`config.mk`:
```
export PLATFORM = sky130hd
export DESIGN_NAME = vending_machine_gen
export DESIGN_NICKNAME = d
export VERILOG_FILES = /design/src/rtl/vending_machine_gen.sv
export SDC_FILE = /design/constraint.sdc
export NUM_CORES = 1
export LEC_CHECK = 0
export CAP_MARGIN = 15
export CORE_MARGIN = 8
export CORE_UTILIZATION = 45
export DETAILED_ROUTE_END_ITERATION = 6
export HOLD_SLACK_MARGIN = 0.02
export PLACE_DENSITY = 0.75
export SETUP_SLACK_MARGIN = 0.3
export SLEW_MARGIN = 40
export SYNTH_ARGS = -nofsm -noshare
export SYNTH_HDL_FRONTEND = slang
export SYNTH_SLANG_ARGS = --single-unit
export TNS_END_PERCENT = 100
```
`constraint.sdc`:
```
create_clock -name clk -period 6.8 [get_ports clk]
set_input_delay 0.68 -clock clk [delete_from_list [all_inputs] [get_ports clk]]
set_output_delay 0.68 -clock clk [all_outputs]
set_load 0.02 [all_outputs]
```
`src/rtl/vending_machine_gen.sv`:
```
// Coin-operated vending controller: credits coins, vends a latched selection once paid, pays change greedily.
// Coin/selection effects register one cycle after their inputs; change_valid holds its coin until change_ready.
module vending_machine_gen #(
    parameter int NUM_ITEMS  = 6,
    parameter int SEL_W      = 3,
    parameter int CREDIT_W   = 8,
    parameter int MAX_CREDIT = 200,
    parameter logic [NUM_ITEMS*CREDIT_W-1:0] PRICES = {8'd15, 8'd25, 8'd50, 8'd75, 8'd85, 8'd100}
) (
    input  logic                clk,
    input  logic                rst_n,
    input  logic                coin_valid,
    input  logic [1:0]          coin_code,
    input  logic                sel_valid,
    input  logic [SEL_W-1:0]    sel_id,
    input  logic                cancel,
    input  logic                change_ready,
    output logic [CREDIT_W-1:0] credit,
    output logic                coin_reject,
    output logic                sel_error,
    output logic                dispense_valid,
    output logic [SEL_W-1:0]    dispense_id,
    output logic                change_valid,
    output logic [1:0]          change_code,
    output logic                busy
);

    typedef enum logic [1:0] {IDLE, DISPENSE, CHANGE} state_t;

    state_t              state, state_nxt;
    logic [CREDIT_W-1:0] credit_q, credit_nxt;
    logic                pend_vld, pend_vld_nxt;
    logic [SEL_W-1:0]    pend_id, pend_id_nxt;
    logic                reject_q, reject_nxt;
    logic                error_q, error_nxt;

    logic [CREDIT_W:0]   coin_sum;
    logic                coin_fits;
    logic                sel_in_range;
    logic [1:0]          chg_code;
    logic [CREDIT_W-1:0] chg_val;

    function automatic logic [CREDIT_W-1:0] coin_val(input logic [1:0] code);
        case (code)
            2'd0:    coin_val = CREDIT_W'(5);
            2'd1:    coin_val = CREDIT_W'(10);
            2'd2:    coin_val = CREDIT_W'(25);
            default: coin_val = CREDIT_W'(100);
        endcase
    endfunction

    function automatic logic [CREDIT_W-1:0] price_of(input logic [SEL_W-1:0] id);
        price_of = '0;
        for (int i = 0; i < NUM_ITEMS; i++) begin
            if (id == SEL_W'(i)) price_of = PRICES[i*CREDIT_W +: CREDIT_W];
        end
    endfunction

    // One extra bit so an over-limit coin is detected instead of wrapping.
    assign coin_sum     = {1'b0, credit_q} + {1'b0, coin_val(coin_code)};
    assign coin_fits    = coin_sum <= (CREDIT_W+1)'(MAX_CREDIT);
    assign sel_in_range = int'(sel_id) < NUM_ITEMS;

    always_comb begin
        chg_code = 2'd0;
        if (credit_q >= CREDIT_W'(100))     chg_code = 2'd3;
        else if (credit_q >= CREDIT_W'(25)) chg_code = 2'd2;
        else if (credit_q >= CREDIT_W'(10)) chg_code = 2'd1;
        chg_val = coin_val(chg_code);
    end

    always_ff @(posedge clk or negedge rst_n) begin
        if (!rst_n) begin
            state    <= IDLE;
            credit_q <= '0;
            pend_vld <= 1'b0;
            pend_id  <= '0;
            reject_q <= 1'b0;
            error_q  <= 1'b0;
        end else begin
            state    <= state_nxt;
            credit_q <= credit_nxt;
            pend_vld <= pend_vld_nxt;
            pend_id  <= pend_id_nxt;
            reject_q <= reject_nxt;
            error_q  <= error_nxt;
        end
    end

    always_comb begin
        state_nxt    = state;
        credit_nxt   = credit_q;
        pend_vld_nxt = pend_vld;
        pend_id_nxt  = pend_id;
        reject_nxt   = 1'b0;
        error_nxt    = 1'b0;
        case (state)
            IDLE: begin
                if (coin_valid) begin
                    if (coin_fits) credit_nxt = coin_sum[CREDIT_W-1:0];
                    else           reject_nxt = 1'b1;
                end
                if (sel_valid) begin
                    if (sel_in_range) begin
                        pend_vld_nxt = 1'b1;
                        pend_id_nxt  = sel_id;
                    end else begin
                        error_nxt = 1'b1;
                    end
                end
                // Cancel outranks a same-cycle selection; the affordability test sees this cycle's coin.
                if (cancel) begin
                    pend_vld_nxt = 1'b0;
                    if (credit_nxt != '0) state_nxt = CHANGE;
                end else if (pend_vld_nxt && price_of(pend_id_nxt) <= credit_nxt) begin
                    state_nxt = DISPENSE;
                end
            end
            DISPENSE: begin
                reject_nxt   = coin_valid;
                pend_vld_nxt = 1'b0;
                credit_nxt   = (price_of(pend_id) > credit_q) ? '0 : credit_q - price_of(pend_id);
                state_nxt    = (credit_nxt != '0) ? CHANGE : IDLE;
            end
            CHANGE: begin
                reject_nxt = coin_valid;
                if (change_ready) begin
                    credit_nxt = (chg_val > credit_q) ? '0 : credit_q - chg_val;
                    if (credit_nxt == '0) state_nxt = IDLE;
                end
            end
            default: state_nxt = IDLE;
        endcase
    end

    always_comb begin
        credit         = credit_q;
        coin_reject    = reject_q;
        sel_error      = error_q;
        busy           = state != IDLE;
        dispense_valid = state == DISPENSE;
        dispense_id    = (state == DISPENSE) ? pend_id : '0;
        change_valid   = state == CHANGE;
        change_code    = (state == CHANGE) ? chg_code : 2'd0;
    end

endmodule

```
==> out/qor.yml, run 1 <==
floorplanning:
  pin_count: 29
  start_util_pct: 45.4
  fp.dieH_um: 95.1
  rows: 29
  die_w_um: 95.1
  die-area_sq_um: 9040
  design.core.area_sq_um: 6200
finish:
  area_growth_syn_to_layout_pct: 13.0
  fillers: 612
  nets: 441
  seqCellArea_sq_um: 400
  final_cell_mix: "ha_1, o21ai_0, a21oi_1"
  drive_gt1_share_pct: 4.12
  multiInputGateArea_sq_um: 2270
  antenna_cells: 0
  layout_commonest_cell: "ha_1"
critical_path:
  cp-startpoint: "coin_code[0]"
  critPathCaptureType: "register"
  crit_family: "compound AO/OA/AOI/OAI gates"
  crit_chain: "clkdlybuf4s50_1 -> inv_1 -> ha_1 -> ha_1 -> a211o_1 -> a21oi_1 -> o32ai_1 -> or3_4 -> a31oi_4 -> mux2i_1 -> ha_1 -> nor2b_1 -> o21a_1 -> o21a_1 -> o21ai_0 -> nand2_1 -> o2111ai_1 -> o211ai_2 -> mux2_1"
  crit_slowest_cell: "clkdlybuf4s50_1"
  cp.required_ns: 6.94
  critPathMaxStageDelay_ns: 0.54
  startpoint_type: "input port"
  r2r_start: "credit[1]"
  path_common_cell: "ha_1"
  cp_max_fo: 16
  crit_type: "input port to register"
  cp_num_buf_inv: 2
  critical_path_arrival_ns: 5.25
logic_synthesis:
  ys_warn_count: 0
  synth.area.top_cells: "ha_1, dfrtp_1, o21ai_0"
  synthCells: 368
  ys_ff_latch: 16
  synth_edf_count: 0
  synthMuxAreaShare_pct: 4.00
  syn_avg_cell_area_sq_um: 7.65
  synth_compound_area_share_pct: 32.1
  ys_seq_area_share_pct: 14.2
  synthXorXnorAreaFrac_pct: 2.80
  synth_top_family_by_area: "compound AO/OA/AOI/OAI gates"
  yosysTopAreaCell: "ha_1"
  yosys.area_share.simple_pct: 23.2
  synth_nets: 419
  synth_top_flop_cell: "dfrtp_1"
  ys_types: 64
  syn_area_sq_um: 2820
  synthArstFlopShare_pct: 100
  synth_fa_ha_area_share_pct: 18.6
  synth_top_area_share_pct: 16.4
global_route:
  grt_pass1_wl_mm: 13.2
  gr-total-overflow: 0
  antenna_found_initial: 0
  track_usage_pct: 17.8
  grt_max_degree: 20
  grt_pass1_vias: 2823
placed_design:
  place_congestion: 0.929
  dpl.hpwl_mm: 6.17
  io_buffers: 28
sta:
  max_freq_mhz: 195
  post-route-min-period_ns: 5.12
  finalHoldViolations: 0
  slew_headroom_pct: 51.9
  worst_pin_slew_ns: 0.721
  maxSlewViolCount: 0
  setup_viol: 0
  clock_skew_ns: 0.00812
  setup-tns-final_ns: 0
  rsz0062_at_grt: "false"
  fin_crit_sh_pct: 75.3
cts:
  cts_resized: 0
  clk_pin_slew_worst_paths_ns: 0.07
  cts_buffers: 3
  cts.sinks: 16
  cts_hold_buf: 0
  cts_htree_levels: 1
  root_buffer: "clkbuf_8"
  clk_path_buf_depth: 2
  cts_tree: "done"
  cts_setup_buffers: 0
  clkLatencyLatePin_ns: 0.25
worst_hold_path:
  hold_path_class: "input port to asynchronous set/reset pin"
routing:
  drc: 0
  wirelength_mm: 7.86
  ant_nets: 0
  drt-wirelength-per-cell_um: 16.9
  drtIter0Drc: 186
  vias_per_cell: 6.21
  drt_pass1_iterations: 5
  vias: 2887
run_status:
  outcome: "completed"
flow_run:
  cap_viol_max_count: 0
final timing paths:
| check | endpoint | slack (ns) | cells after the start |
|---|---|---|---|
| setup / recovery | state[1] | 1.68 | 19 |
| hold / removal | sel_error | 0.34 | 1 |
| setup reg to reg | state[1] | 2.27 | 14 |
| hold reg to reg | state[1] | 0.57 | 1 |
| max in group asynchronous | credit[4] | 6.17 | 1 |
| min in group clk | state[1] | 0.57 | 1 |
kinds of logic after synthesis:
logic type / Yosys count
AND/OR/NAND/NOR: 123
buffers and inverters: 36
adder cells (fa/ha/maj): 40
AO/OA/AOI/OAI: 133
XOR/XNOR: 9
flip-flops: 16
multiplexers: 11
cells in the mapped netlist, types with 6 or more instances:
cell,number
dfrtp_1,16
a21o_1,9
a21oi_1,30
inv_1,24
a211oi_1,7
nand2_1,18
o211ai_1,6
nand2b_1,11
clkbuf_1,6
nor2_1,28
o21ai_0,31
o21a_1,9
nand3_1,10
ha_1,37
and2_1,10
mux2i_1,9
nor2b_1,10
nor3_1,12
registers in the layout, summed over array words and instances, names as in the netlist:
name,flops
credit,8
pend_id,3
state,2
coin_reject,1
pend_vld,1
sel_error,1
per-stage QoR:
step	hold slack [ns]	setup WS [ns]	area [sq um]	std cells	utilization, %
after floorplan	0.384	2.25	2820	368	-
after detailed placement	0.546	1.42	3150	462	50.7
after CTS	0.566	1.68	3190	465	51.4
after global placement	0.542	1.55	3150	462	50.7
after global routing	0.369	1.40	3180	465	51.3
final	0.340	1.68	3180	465	51.3
cell type report:
cell class | instances | area share (%)
Timing Repair Buffer | 29 | 8.89
Inverter | 24 | 2.83
Sequential cell | 16 | 12.6
Tap cell | 77 | 3.03
Multi-Input combinational cell | 316 | 71.4
Clock buffer | 3 | 1.30
routing by layer:
metal / vias to the layer above / global-route usage [%] / wire length (um) / share of wire (%)
met5: - / 0 / 0 / 0
met4: 0 / 3.90 / 90 / 1.1
met3: 12 / 1.81 / 486 / 6.2
met2: 105 / 31.0 / 3720 / 47
met1: 1346 / 23.2 / 3560 / 45
li1: 1424 / - / - / -
Power of run 1 is left out: the tool's default activity adds up to more than one toggle a clock period on the data nets, which glitch-free logic cannot reach.
==> run 2, diff against run 1 <==
Clock period 6.8 ns to 5.1 ns, I/O delays scaled along.
==> run 2 against run 1 <==
Clock skew shrank 0.0055 ns. Sequential share of layout area is 0.29 points lower. Utilization up 1.2 points. Register-to-register slack got worse by 1.5 ns. Non-clock buffer count is 4 higher. Sequential cell count did not move. Worst setup slack worse by 1.1 ns. Final area rose by 2.4%. First-iteration DRC count fell by 11%. Highest routed layer unchanged. Worst hold slack lost 0.18 ns. Via count is 0.28% lower.
==> out/qor.yml, run 2 (same netlist as run 1, synthesis figures left out) <==
finish:
  final_cell_mix: "ha_1, o21ai_0, nor2_1, a21oi_1, clkdlybuf4s50_1"
  area_growth_syn_to_layout_pct: 15.7
  nets: 445
  fillers: 592
  seqCellArea_sq_um: 400
  largest_register_ffs: 8
  antenna_cells: 0
  final_core_util_pct: 52.5
  multiInputGateArea_sq_um: 2310
  layout_commonest_cell: "ha_1"
  drive_gt1_share_pct: 6.63
critical_path:
  startpoint_type: "input port"
  cp_max_fo: 4
  critPathCaptureType: "register"
  critical_path_arrival_ns: 4.71
  crit_type: "input port to register"
  cp.required_ns: 5.24
placed_design:
  place_congestion: 1.02
  io_buffers: 28
  pre_cts_ws_ns: 0.132
  dpl.hpwl_mm: 6.21
global_route:
  track_usage_pct: 17.7
  gr-total-overflow: 0
  grt_pass1_vias: 2847
  grt_max_degree: 19
  antenna_found_initial: 0
  grt_pass1_wl_mm: 13.0
floorplanning:
  pin_count: 29
  start_util_pct: 45.4
  fp.dieH_um: 95.1
  rows: 29
  design.core.area_sq_um: 6200
  die-area_sq_um: 9040
  die_w_um: 95.1
sta:
  slew_headroom_pct: 51.7
  max_freq_mhz: 219
  rsz0062_at_grt: "false"
  fin_ws_ns: 0.532
  maxSlewViolCount: 0
  finalHoldViolations: 0
  clock_skew_ns: 0.00263
  fin_crit_sh_pct: 89.6
  setup_viol: 0
  worst_pin_slew_ns: 0.718
  post-route-min-period_ns: 4.57
  setup-tns-final_ns: 0
routing:
  drtIter0Drc: 165
  drt_pass1_iterations: 5
  vias: 2879
  vias_per_cell: 6.14
  wirelength_mm: 8.08
  ant_nets: 0
  drc: 0
  drt-wirelength-per-cell_um: 17.2
cts:
  cts_hold_buf: 0
  clk_path_buf_depth: 2
  cts.sinks: 16
  cts_resized: 0
  root_buffer: "clkbuf_8"
  clk_pin_slew_worst_paths_ns: 0.06
  cts_tree: "done"
  cts_buffers: 3
  clkLatencyLatePin_ns: 0.25
  cts_setup_buffers: 0
  cts_htree_levels: 1
worst_hold_path:
  hold_path_class: "input port to asynchronous set/reset pin"
flow_run:
  cap_viol_max_count: 0
run_status:
  outcome: "completed"
-- run 2: cell types whose count changed in the layout (fill, tap and decap cells not counted), sizes merged --
cell,change
buf,+4
clkdlybuf4s50,-1
dlymetal6s2s,+1
-- run 2: worst paths after layout --
| path | start | end | slack (ns) | cells after the start |
|---|---|---|---|---|
| worst max-delay path | coin_code[1] | state[1] | 0.53 | 19 |
| worst max register to register | credit[1] | state[1] | 0.78 | 14 |
| max in group asynchronous | rst_n | credit[1] | 4.67 | 1 |
| min in group clk | state[1] | state[1] | 0.57 | 1 |
| worst min register to register | state[1] | state[1] | 0.57 | 1 |
| worst min-delay path | rst_n | sel_error | 0.16 | 1 |
-- run 2: critical path, cell delays in order --
cell,delay (ns)
clkdlybuf4s50_1,0.53
inv_1,0.06
ha_1,0.22
fa_2,0.41
a211o_1,0.37
a21oi_2,0.16
o32ai_1,0.12
or3_4,0.37
a31oi_4,0.20
mux2i_1,0.23
ha_1,0.26
nor2b_1,0.14
o21a_1,0.16
o21a_1,0.16
o21ai_0,0.16
nand2_1,0.08
o2111ai_1,0.09
o211ai_2,0.15
mux2_1,0.33
-- run 2: layer usage --
metal  vias to the layer above  share of wire [%]  GRT usage (%)  wire length [um]
li1                       1425                  -              -                 -
met1                      1346                 45           22.4              3670
met2                        95                 48           31.6              3910
met3                        13                4.7          0.787               377
met4                         0                1.4           5.07               115
met5                         -                  0              0                 0
-- run 2: layout make-up --
type | instances | area share, %
clock buffers | 3 | 1.27
flip-flops and latches | 16 | 12.3
inverters | 24 | 2.77
repair buffers | 33 | 9.80
multi-input cells | 316 | 70.9
well taps | 77 | 2.96
-- run 2: metrics by stage --
| step | instance area (sq um) | std cells | hold slack [ns] |
|---|---|---|---|
| 5_1_grt | 3260 | 469 | 0.192 |
| 3_5_place_dp | 3180 | 466 | 0.549 |
| 2_1_floorplan | 2820 | 368 | 0.214 |
| 6_report | 3260 | 469 | 0.158 |
| 3_3_place_gp | 3180 | 466 | 0.544 |
| 4_1_cts | 3220 | 469 | 0.573 |
Power of run 2 is left out for the same reason.
==> run 3, diff against run 2 <==
Clock period 5.1 ns to 5.6 ns, I/O delays scaled along.
==> run 3 against run 2 <==
Final cell count shrank 0.85%. Wire length shrank 2.6%. Clock skew grew 0.0030 ns. Critical path depth is the same. Non-clock buffer count shrank 4. First-iteration DRC count grew 44%. Worst hold slack gained 0.056 ns. Register-to-register slack gained 0.26 ns. Global-route usage grew 0.27 points. Highest routed layer unchanged. Sequential cell count is the same. Sequential share of layout area grew 0.29 points. Clock-buffer cell count is the same.
==> out/qor.yml, run 3 (same netlist as run 1, synthesis figures left out) <==
routing:
  vias: 2865
  drtIter0Drc: 238
  drc: 0
  ant_nets: 0
  vias_per_cell: 6.16
  drt_pass1_iterations: 5
  wirelength_mm: 7.86
  drt-wirelength-per-cell_um: 16.9
cts:
  cts_htree_levels: 1
  clkLatencyLatePin_ns: 0.25
  cts_hold_buf: 0
  root_buffer: "clkbuf_8"
  cts_setup_buffers: 0
  cts_tree: "done"
  cts_buffers: 3
  cts.sinks: 16
  cts_resized: 0
  clk_path_buf_depth: 2
  clk_pin_slew_worst_paths_ns: 0.07
sta:
  worst_pin_slew_ns: 0.744
  slew_headroom_pct: 50.4
  maxSlewViolCount: 0
  setup_viol: 0
  fin_crit_sh_pct: 89.2
  setup-tns-final_ns: 0
  rsz0062_at_grt: "false"
  post-route-min-period_ns: 5.00
  max_freq_mhz: 200
  clock_skew_ns: 0.00567
  finalHoldViolations: 0
critical_path:
  cp.required_ns: 5.74
  crit_chain: "clkdlybuf4s50_1 -> inv_1 -> ha_1 -> ha_1 -> a211o_1 -> a21oi_1 -> o32ai_1 -> or3_4 -> a31oi_4 -> mux2i_1 -> ha_1 -> nor2b_1 -> o21a_1 -> o21a_1 -> o21ai_0 -> nand2_1 -> o2111ai_1 -> o211ai_2 -> mux2_1"
  crit_type: "input port to register"
  critical_path_arrival_ns: 5.14
  critPathMaxStageDelay_ns: 0.53
  crit_slowest_cell: "clkdlybuf4s50_1"
  critPathCaptureType: "register"
  startpoint_type: "input port"
  cp_max_fo: 16
  path_common_cell: "ha_1"
finish:
  layout_commonest_cell: "ha_1"
  final_cell_mix: "ha_1, o21ai_0, a21oi_1"
  drive_gt1_share_pct: 4.12
  seqCellArea_sq_um: 400
  multiInputGateArea_sq_um: 2270
  fillers: 617
  area_growth_syn_to_layout_pct: 13.0
  antenna_cells: 0
  nets: 441
  largest_register_ffs: 8
floorplanning:
  die_w_um: 95.1
  rows: 29
  pin_count: 29
  fp.dieH_um: 95.1
  start_util_pct: 45.4
  die-area_sq_um: 9040
  design.core.area_sq_um: 6200
run_status:
  outcome: "completed"
global_route:
  gr-total-overflow: 0
  track_usage_pct: 17.9
  grt_pass1_vias: 2822
  grt_pass1_wl_mm: 13.2
  grt_max_degree: 20
  antenna_found_initial: 0
worst_hold_path:
  hold_path_class: "input port to asynchronous set/reset pin"
placed_design:
  dpl.hpwl_mm: 6.14
  place_congestion: 0.929
  io_buffers: 28
flow_run:
  cap_viol_max_count: 0
## run 3: layout make-up
class                           count  share of cell area, %
Timing Repair Buffer               29                   8.89
Inverter                           24                   2.83
Tap cell                           77                   3.03
Sequential cell                    16                   12.6
Clock buffer                        3                   1.30
Multi-Input combinational cell    316                   71.4
## run 3: worst paths after layout
| kind | from | to | slack, ns | depth (start not counted) |
|---|---|---|---|---|
| min | rst_n | sel_error | 0.21 | 1 |
| max | coin_code[0] | state[1] | 0.60 | 19 |
| max in group asynchronous | rst_n | credit[2] | 5.10 | 1 |
| min reg2reg | state[1] | state[1] | 0.57 | 1 |
| max reg2reg | credit[1] | state[1] | 1.04 | 14 |
| min in group clk | state[1] | state[1] | 0.57 | 1 |
## run 3: worst max-delay path: cells and delay by family
kind	cells	cell delay [ns]
buffers and inverters	2	0.61
and+or+nand+nor	3	0.58
AOI/OAI and AO/OA	9	1.87
adders and majority gates	3	0.94
muxes	2	0.58
## run 3: layer usage
layer	global-route usage (%)	vias up	wire (um)
met1	23.8	1349	3650
met2	30.3	93	3710
met5	0	-	0
met4	4.55	0	77
li1	-	1414	-
met3	1.81	9	434
## run 3: per-stage QoR
stage | cell area [sq um] | hold slack (ns) | instances | setup slack [ns] | util (%)
5_1_grt | 3180 | 0.248 | 465 | 0.319 | 51.3
6_report | 3180 | 0.214 | 465 | 0.605 | 51.3
2_1_floorplan | 2820 | 0.264 | 368 | 1.17 | -
3_3_place_gp | 3150 | 0.541 | 462 | 0.473 | 50.7
3_5_place_dp | 3150 | 0.545 | 462 | 0.386 | 50.7
4_1_cts | 3190 | 0.566 | 465 | 0.644 | 51.4
Power of run 3 is left out for the same reason.
